[src/rtl/video_pkg.sv]
// Shared types for the video frame packetizer: pixel width,
// packetizer state encoding and the FIFO entry layout {data, sop, eop}.
package video_pkg;

    localparam int PIX_W   = 24;
    localparam int ENTRY_W = PIX_W + 2;

    typedef enum logic [1:0] {
        IDLE   = 2'd0,
        ACTIVE = 2'd1,
        TERM   = 2'd2
    } state_t;

    typedef struct packed {
        logic [PIX_W-1:0] data;
        logic             sop;
        logic             eop;
    } fifo_entry_t;

endpackage

[src/rtl/video_st_fifo.sv]
// First-word-fall-through synchronous FIFO of packetizer entries.
// Ports: clk/rst_n, push/din/full on write side, pop/dout/empty on read side.
module video_st_fifo
    import video_pkg::*;
#(
    parameter int DEPTH = 16
) (
    input  logic               clk,
    input  logic               rst_n,
    input  logic               push,
    input  logic [ENTRY_W-1:0] din,
    output logic               full,
    input  logic               pop,
    output logic [ENTRY_W-1:0] dout,
    output logic               empty
);

    localparam int AW = $clog2(DEPTH);

    logic [ENTRY_W-1:0] mem [DEPTH];
    logic [AW-1:0]      wr_ptr;
    logic [AW-1:0]      rd_ptr;
    logic [AW:0]        count;
    logic               wr_en;
    logic               rd_en;

    // full is judged on the pre-pop occupancy
    assign full  = (count == (AW+1)'(DEPTH));
    assign empty = (count == '0);
    assign wr_en = push && !full;
    assign rd_en = pop && !empty;

    // head is gated so an empty FIFO presents all-zero payload
    assign dout  = empty ? '0 : mem[rd_ptr];

    always_ff @(posedge clk) begin
        if (wr_en)
            mem[wr_ptr] <= din;
    end

    always_ff @(posedge clk or negedge rst_n) begin
        if (!rst_n) begin
            wr_ptr <= '0;
            rd_ptr <= '0;
            count  <= '0;
        end else begin
            if (wr_en)
                wr_ptr <= wr_ptr + 1'b1;
            if (rd_en)
                rd_ptr <= rd_ptr + 1'b1;
            unique case ({wr_en, rd_en})
                2'b10:   count <= count + 1'b1;
                2'b01:   count <= count - 1'b1;
                default: count <= count;
            endcase
        end
    end

endmodule

[src/rtl/video_frame_packetizer.sv]
// Packs a non-stallable pixel stream into Avalon-ST frames (sop/eop) via a FIFO.
// Ports: clk_clk/reset_reset_n, vsync/pix_*, src_* stream, status flags, frame_count.
module video_frame_packetizer
    import video_pkg::*;
#(
    parameter int FRAME_W    = 640,
    parameter int FRAME_H    = 480,
    parameter int FIFO_DEPTH = 16
) (
    input  logic              clk_clk,
    input  logic              reset_reset_n,
    input  logic              vsync,
    input  logic              pix_valid,
    input  logic [PIX_W-1:0]  pix_data,
    output logic [PIX_W-1:0]  src_data,
    output logic              src_startofpacket,
    output logic              src_endofpacket,
    output logic              src_valid,
    input  logic              src_ready,
    input  logic              status_clear,
    output logic              overflow,
    output logic              short_frame,
    output logic [15:0]       frame_count
);

    localparam int NPIX  = FRAME_W * FRAME_H;
    localparam int CNT_W = (NPIX > 1) ? $clog2(NPIX) : 1;
    localparam logic [CNT_W-1:0] LAST = CNT_W'(NPIX - 1);

    state_t             state;
    state_t             state_n;
    logic [CNT_W-1:0]   pix_cnt;
    logic [CNT_W-1:0]   cnt_n;
    logic               vsync_d;
    logic               vs_edge;
    logic               is_last;
    logic               is_eop;
    logic               push;
    fifo_entry_t        push_e;
    logic [ENTRY_W-1:0] pop_raw;
    fifo_entry_t        pop_e;
    logic               fifo_full;
    logic               fifo_empty;
    logic               set_ovf;
    logic               set_short;
    logic               frame_done;

    assign vs_edge = vsync && !vsync_d;
    assign is_last = (pix_cnt == LAST);
    assign is_eop  = pix_valid && is_last;

    always_comb begin
        state_n    = state;
        cnt_n      = pix_cnt;
        push       = 1'b0;
        push_e     = '0;
        set_ovf    = 1'b0;
        set_short  = 1'b0;
        frame_done = 1'b0;
        unique case (state)
            IDLE: begin
                if (vs_edge) begin
                    state_n = ACTIVE;
                    cnt_n   = '0;
                end
            end
            ACTIVE: begin
                // an eop pixel on the edge cycle completes the frame
                if (vs_edge && pix_cnt != '0 && !is_eop) begin
                    set_short = 1'b1;
                    state_n   = TERM;
                end else if (pix_valid && fifo_full) begin
                    set_ovf = 1'b1;
                    state_n = TERM;
                end else if (pix_valid) begin
                    push        = 1'b1;
                    push_e.data = pix_data;
                    push_e.sop  = (pix_cnt == '0);
                    push_e.eop  = is_last;
                    if (is_last) begin
                        state_n    = IDLE;
                        frame_done = 1'b1;
                    end else begin
                        cnt_n = pix_cnt + 1'b1;
                    end
                end
            end
            TERM: begin
                // close the broken packet with a zero filler eop beat
                if (!fifo_full) begin
                    push       = 1'b1;
                    push_e.eop = 1'b1;
                    state_n    = IDLE;
                end
            end
            default: state_n = IDLE;
        endcase
    end

    always_ff @(posedge clk_clk or negedge reset_reset_n) begin
        if (!reset_reset_n) begin
            state       <= IDLE;
            pix_cnt     <= '0;
            vsync_d     <= 1'b0;
            overflow    <= 1'b0;
            short_frame <= 1'b0;
            frame_count <= '0;
        end else begin
            state       <= state_n;
            pix_cnt     <= cnt_n;
            vsync_d     <= vsync;
            overflow    <= set_ovf | (overflow & ~status_clear);
            short_frame <= set_short | (short_frame & ~status_clear);
            if (frame_done)
                frame_count <= frame_count + 16'd1;
        end
    end

    video_st_fifo #(
        .DEPTH (FIFO_DEPTH)
    ) u_fifo (
        .clk   (clk_clk),
        .rst_n (reset_reset_n),
        .push  (push),
        .din   (push_e),
        .full  (fifo_full),
        .pop   (src_ready),
        .dout  (pop_raw),
        .empty (fifo_empty)
    );

    assign pop_e             = fifo_entry_t'(pop_raw);
    assign src_valid         = !fifo_empty;
    assign src_data          = pop_e.data;
    assign src_startofpacket = pop_e.sop;
    assign src_endofpacket   = pop_e.eop;

endmodule

[config.mk]
export PLATFORM = sky130hd
export DESIGN_NAME = video_frame_packetizer
export DESIGN_NICKNAME = d
export VERILOG_FILES = /design/src/rtl/video_pkg.sv /design/src/rtl/video_st_fifo.sv /design/src/rtl/video_frame_packetizer.sv
export SDC_FILE = /design/constraint.sdc
export NUM_CORES = 1
export LEC_CHECK = 0
export CAP_MARGIN = 20
export CORE_MARGIN = 2
export CORE_UTILIZATION = 40
export CTS_CLUSTER_DIAMETER = 120
export DETAILED_ROUTE_END_ITERATION = 6
export GPL_TIMING_DRIVEN = 0
export SLEW_MARGIN = 20
export SYNTH_ARGS = -nofsm -noshare
export SYNTH_HDL_FRONTEND = slang
export SYNTH_SLANG_ARGS = --single-unit
export TNS_END_PERCENT = 20
[constraint.sdc]
create_clock -name clk_clk -period 8.1 [get_ports clk_clk]
set_input_delay 1.62 -clock clk_clk [delete_from_list [all_inputs] [get_ports clk_clk]]
set_output_delay 1.62 -clock clk_clk [all_outputs]
set_load 0.02 [all_outputs]
-- After elaboration in Yosys (flattened, before gate mapping)
Memories as Yosys holds them, arrays and structs flattened.
Cells that the tools add are included.
- flip-flop bits (word level): 53
- bits in writable memories: 416
- bits of input ports: 30
- output and inout bits: 45
- logic and storage cells: 91
- memories: 1
- add/sub/neg operators: 6
- equal/unequal tests: 14
- multiplexer cells: 37
- bitwise gates (word level): 5
- reduce and logical (&&, ||, !) cells: 19
- memory list (name ; words ; bits a word ; read ports ; clocked after Yosys merged registers in ; wr ports ; line ; source):
    u_fifo.mem ; 16 ; 26 ; 1 ; 0 ; 1 ; video_st_fifo.sv:20 ; logic [ENTRY_W-1:0] mem [DEPTH];
- operators with widths (operator ; count):
    26-bit 2-to-1 mux ; 4
    19-bit 2-to-1 mux ; 5
    19-bit case mux with 2 select lines ; 1
    25-bit 2-to-1 mux ; 1
    19-bit by 1-bit adder with 19-bit output (second input constant) ; 1
    19-bit equality test (second input constant) ; 1
    19-bit logical NOT ; 1
    19-bit nonzero test ; 1
    16-bit by 1-bit adder with 16-bit output (second input constant) ; 1
    1-bit 2-to-1 mux ; 16
    2-bit 2-to-1 mux ; 6
    2-bit != test (second input constant) ; 6
    5-bit case mux with 2 select lines ; 1
    4-bit by 1-bit adder with 4-bit output (second input constant) ; 2
    4-bit != test (second input constant) ; 2
    1-bit logical AND ; 7
    2-bit case mux with 3 select lines ; 1
    6-bit AND reduction ; 1
    5-bit by 1-bit adder with 5-bit output (second input constant) ; 1
    5-bit equality test (second input constant) ; 1
    5-bit logical NOT ; 1
    5-bit by 1-bit subtractor with 5-bit output (second input constant) ; 1
    2-bit by 1-bit equality test with 1-bit output (second input constant) ; 2
    2-bit equality test (second input constant) ; 2
    other kinds (8) ; 15

-- Depth between registers and ports, before layout
- depth after elaboration: 9
- depth in mapped cells: 17

-- Hierarchy
From an unflattened synthesis, not the netlist that was laid out.
- cells, all modules: 1039
- area, all modules: 19446.2 um^2
- modules (own cells, without submodules) (module ; times used ; cells an instance ; area an instance (um^2) ; sequential area each (um^2)):
    video_st_fifo ; 1 ; 766 ; 16922.5 ; 12817.3
    video_frame_packetizer ; 1 ; 273 ; 2523.7 ; 1001.0

-- Least setup slack after synthesis
No wires, ideal clock.
- kind: input port to flip-flop
- start: input port vsync
- end: memory u_fifo.mem[1][0] (netlist name), enable pin
- setup time: 0.475 ns
- data arrival time: 4.989 ns
- slack: 2.636 ns
- cell stages on the path: 5
- path through: nor2b_1 -> o21ai_1 -> o21ai_0 -> clkbuf_1 -> nor4_1
- longest elaborated chain between the ends: 8
- RTL lines (element ; line ; source):
    from (decl) ; video_frame_packetizer.sv:12 ; input logic vsync,
    1-bit logical AND ; video_frame_packetizer.sv:48 ; assign vs_edge = vsync && !vsync_d;
    1-bit logical AND (2 in series) ; video_frame_packetizer.sv:69 ; if (vs_edge && pix_cnt != '0 && !is_eop) begin
    1-bit 2-to-1 mux ; video_frame_packetizer.sv:69 ;
    1-bit case mux with 2 select lines ; video_frame_packetizer.sv:60 ; unique case (state)
    1-bit logical AND ; video_st_fifo.sv:30 ; assign wr_en = push && !full;
    1-bit 2-to-1 mux ; video_st_fifo.sv:37 ; if (wr_en)
    1-bit 2-to-1 mux (not written as such) ; video_st_fifo.sv:38 ; mem[wr_ptr] <= din;
    to (decl) ; video_st_fifo.sv:20 ;
No other way between the ends.

-- Final worst setup path
- start: register u_fifo.rd_ptr[1]
- end: output port src_data[14]
- longest elaborated chain between the ends: 2
- RTL lines (element ; line ; source):
    from (decl) ; video_st_fifo.sv:22 ; logic [AW-1:0] rd_ptr;
    from (signal assigned) ; video_st_fifo.sv:50 ; rd_ptr <= rd_ptr + 1'b1;
    memory 16 x 26 bit ; - ;
    26-bit 2-to-1 mux ; video_st_fifo.sv:34 ; assign dout = empty ? '0 : mem[rd_ptr];
    to (decl) ; video_frame_packetizer.sv:15 ; output logic [PIX_W-1:0] src_data,
No other way between the ends.

==> impl_metrics.yaml <==
finish:
  finish.utilization: 0.4886
  nNetsFinal: 1188
  area_growth_pct: 20.21
  design_area_mm2: 0.02280
  antenna_cells: 0
  drive_gt1_frac: 0.2570
worst_hold_path:
  worstHoldStart: "frame_count[15]"
  min_path_type: "reg2reg"
  holdPathEnd: "frame_count[15]"
  min_path_cells: 1
worst_setup_path:
  cp_common_cell: "clkbuf_1"
  cp_max_fo: 10
  crit_arrival_ns: 4.32
  path_buf_inv: 4
  rrSetupSlack_ns: 3.98
  slowest_stage: "clkbuf_1"
  path_delay_family: "buffers and inverters"
  path_cells: "clkbuf_1 -> clkbuf_1 -> clkbuf_1 -> mux4_2 -> mux4_2 -> and2_1 -> clkdlybuf4s50_1"
  cpPeakStageDelay_ns: 0.88
  worstRegToRegCells: 8
  crit_path_end_kind: "output pin"
  critPathRequiredTime_ns: 6.48
  worstReg2RegStart: "pix_cnt[12]"
  r2r-end: "u_fifo.mem[15][9]"
  worst_setup_path_start_kind: "register"
  path_class: "reg2out"
floorplanning:
  rows: 79
  ioPinCount: 75
  initial_core_util: 0.4065
  die_area_mm2: 0.04917
  die_height_um: 221.7
  die_x_um: 221.7
  core_area_mm2: 0.04665
yosys:
  yosysWarnings: 0
  yosysUniqueCellTypes: 51
  yosysTopAreaCell: "edfxtp_1"
  yosys-top-cells-area: "edfxtp_1 66%, mux4_2 15%, dfrtp_1 7.0%, and2_1 1.9%, ha_1 0.99%"
  syn-num-nets: 1007
  syn-cell-area_mm2: 0.01896
  ys_ff_latch: 469
  synth_ff_type: "edfxtp_1"
  seq_area_frac_synth: 0.7286
  synth_common_cells: "416 x edfxtp_1, 130 x mux4_2, 57 x and2_1, 53 x dfrtp_1, 39 x nand2_1"
  synth_edf_count: 416
  synthArstFlopShare: 0.1130
  synth_top_area_frac: 0.6587
  synthMostInstantiatedCell: "edfxtp_1"
  syn_area_per_cell_um2: 19.71
  netlist_instances: 962
power_and_ir_drop:
  power.share.clock: 0.294
  p_int_uw: 5604
  p_leak_uw: 0.007750
  powerDensity_mw_per_mm2: 353.9
  swShare: 0.3055
  seq_power_share: 0.366
  ir_drop_uv: 200.2
  combPwrFrac: 0.340
  p_sw_uw: 2465
cts:
  clk_pin_slew_ns: 0.06
  hold_buffers: 0
  htreeDepth: 2
  cts_root_buf: "clkbuf_16"
  clock_latency_ns: 0.60
  cts_buffer_depth: 3
  cts_sinks: 469
  numCtsBuffers: 50
  cts_resized: 0
  postCtsSetupBuffers: 0
  cts_tree: "built"
grt:
  grt_max_degree: 49
  grt_util_all_layers: 0.1792
  first_global_vias: 10110
  grt_overflow: 0
  grt_pass1_wl_um: 64720
  antenna_found_initial: 2
run:
  drv_cap: 0
status:
  violations: "design-rule violations"
  outcome: "complete, but fails checks"
detailed_routing:
  drt-initial-drc-count: 995
  drc: 4
  firstDrtPassIters: 7
  wl_um: 43120
  via_per_inst: 5.398
  vias: 9662
  wl_per_cell_um: 24.09
  drtAntennaViolNets: 0
place:
  pre_cts_slack_ns: 2.771
  io_buffers: 74
  place_hpwl_um: 28550
  gp_congestion: 0.7989
  post_dp_cell_area_mm2: 0.02107
timing:
  setup_violations: 0
  fin_skew_ns: 0.02369
  fmax_mhz: 168.4
  layout_min_cycle_time_ns: 5.938
  worstMarginPinSlew_ns: 1.097
  setup_tns_ns: 0
  maxSlewViolCount: 0
  fin_crit_sh: 0.7331
  slew_headroom: 0.2688
  rsz0062_at_grt: "false"
  hold_violations: 0
  fin_ws_ns: 2.162
==> cell families after synthesis <==
| kind of cell | Yosys count | share of synthesized area |
|---|---|---|
| xor gates and xnor gates | 29 | 0.01339 |
| buffers and inverters | 61 | 0.01260 |
| muxes | 137 | 0.1583 |
| AOI/OAI and AO/OA | 57 | 0.01920 |
| and+or+nand+nor | 194 | 0.05799 |
| DFF | 469 | 0.7286 |
| adders and majority gates | 15 | 0.009896 |
==> cell usage in the layout, fill, tap and decap left out, types with 6 or more instances in the layout <==
master | synthesis | routed
o21ai_0 | 19 | 19
buf_4 | 0 | 26
and3_1 | 13 | 7
mux4_2 | 130 | 130
nand4_1 | 13 | 13
xor2_1 | 14 | 14
buf_2 | 8 | 24
clkbuf_1 | 26 | 39
buf_1 | 12 | 7
nor3_2 | 0 | 8
o22ai_1 | 6 | 6
clkbuf_16 | 0 | 52
nand2_1 | 39 | 39
nor2_1 | 14 | 14
buf_6 | 0 | 9
edfxtp_1 | 416 | 416
and2_1 | 57 | 57
xnor2_1 | 15 | 15
clkinv_1 | 1 | 7
nand3_1 | 11 | 11
o31ai_1 | 7 | 7
bufinv_16 | 0 | 7
and3_2 | 1 | 7
nor4_1 | 10 | 7
ha_1 | 15 | 15
clkdlybuf4s50_1 | 0 | 73
dfrtp_1 | 53 | 53
inv_1 | 14 | 14
==> state kept, by name, indices dropped and copies added (netlist names) <==
name,cells
frame_count,16
overflow,1
pix_cnt,19
short_frame,1
state,2
u_fifo.count,5
u_fifo.mem,416
u_fifo.rd_ptr,4
u_fifo.wr_ptr,4
vsync_d,1
==> stage by stage <==
step	std cells	power, uW	hold slack [ns]
global placement	1643	5713	0.4541
detailed placement	1698	5796	0.4593
CTS	1790	8169	0.4733
global route	1790	8436	0.4990
finish	1790	8069	0.4661
floorplan	962	4777	0.4690
==> power by group through the flow <==
stage               clock network, uW  registers [uW]  logic [uW]
floorplan                           0            3000        1780
global placement                    0            3010        2700
detailed placement                  0            3000        2790
CTS                              2410            2950        2800
global route                     2510            2970        2960
finish                           2370            2950        2750
==> worst max path at each step <==
stage,endpoint,slack (ns),cells past startpoint,start
floorplan,u_fifo.mem[1][0],2.64,5,vsync
global placement,u_fifo.mem[1][13],-1.65,6,vsync
detailed placement,src_data[18],2.77,7,u_fifo.rd_ptr[1]
CTS,src_data[18],2.13,7,u_fifo.rd_ptr[1]
global route,src_data[17],2.03,7,u_fifo.rd_ptr[1]
finish,src_data[14],2.16,7,u_fifo.rd_ptr[1]
==> routing by layer <==
metal,up-vias,share of wire,track usage
met1,5026,0.43,0.2481
met5,-,0,0
li1,4277,-,-
met2,295,0.49,0.2930
met3,64,0.056,0.03127
met4,0,0.021,0.05253
==> cell type report <==
cell class,count,area (um2)
fillers,3866,23860
flip-flops and latches,469,13820
multi-input cells,432,4974
clock buffers,70,1409
repair buffers,129,1277
well taps,607,759.5
clock inverters,22,312.8
plain buffers,46,190.2
inverters,15,56.30
Note: power is estimated with default switching activity, not from simulation.
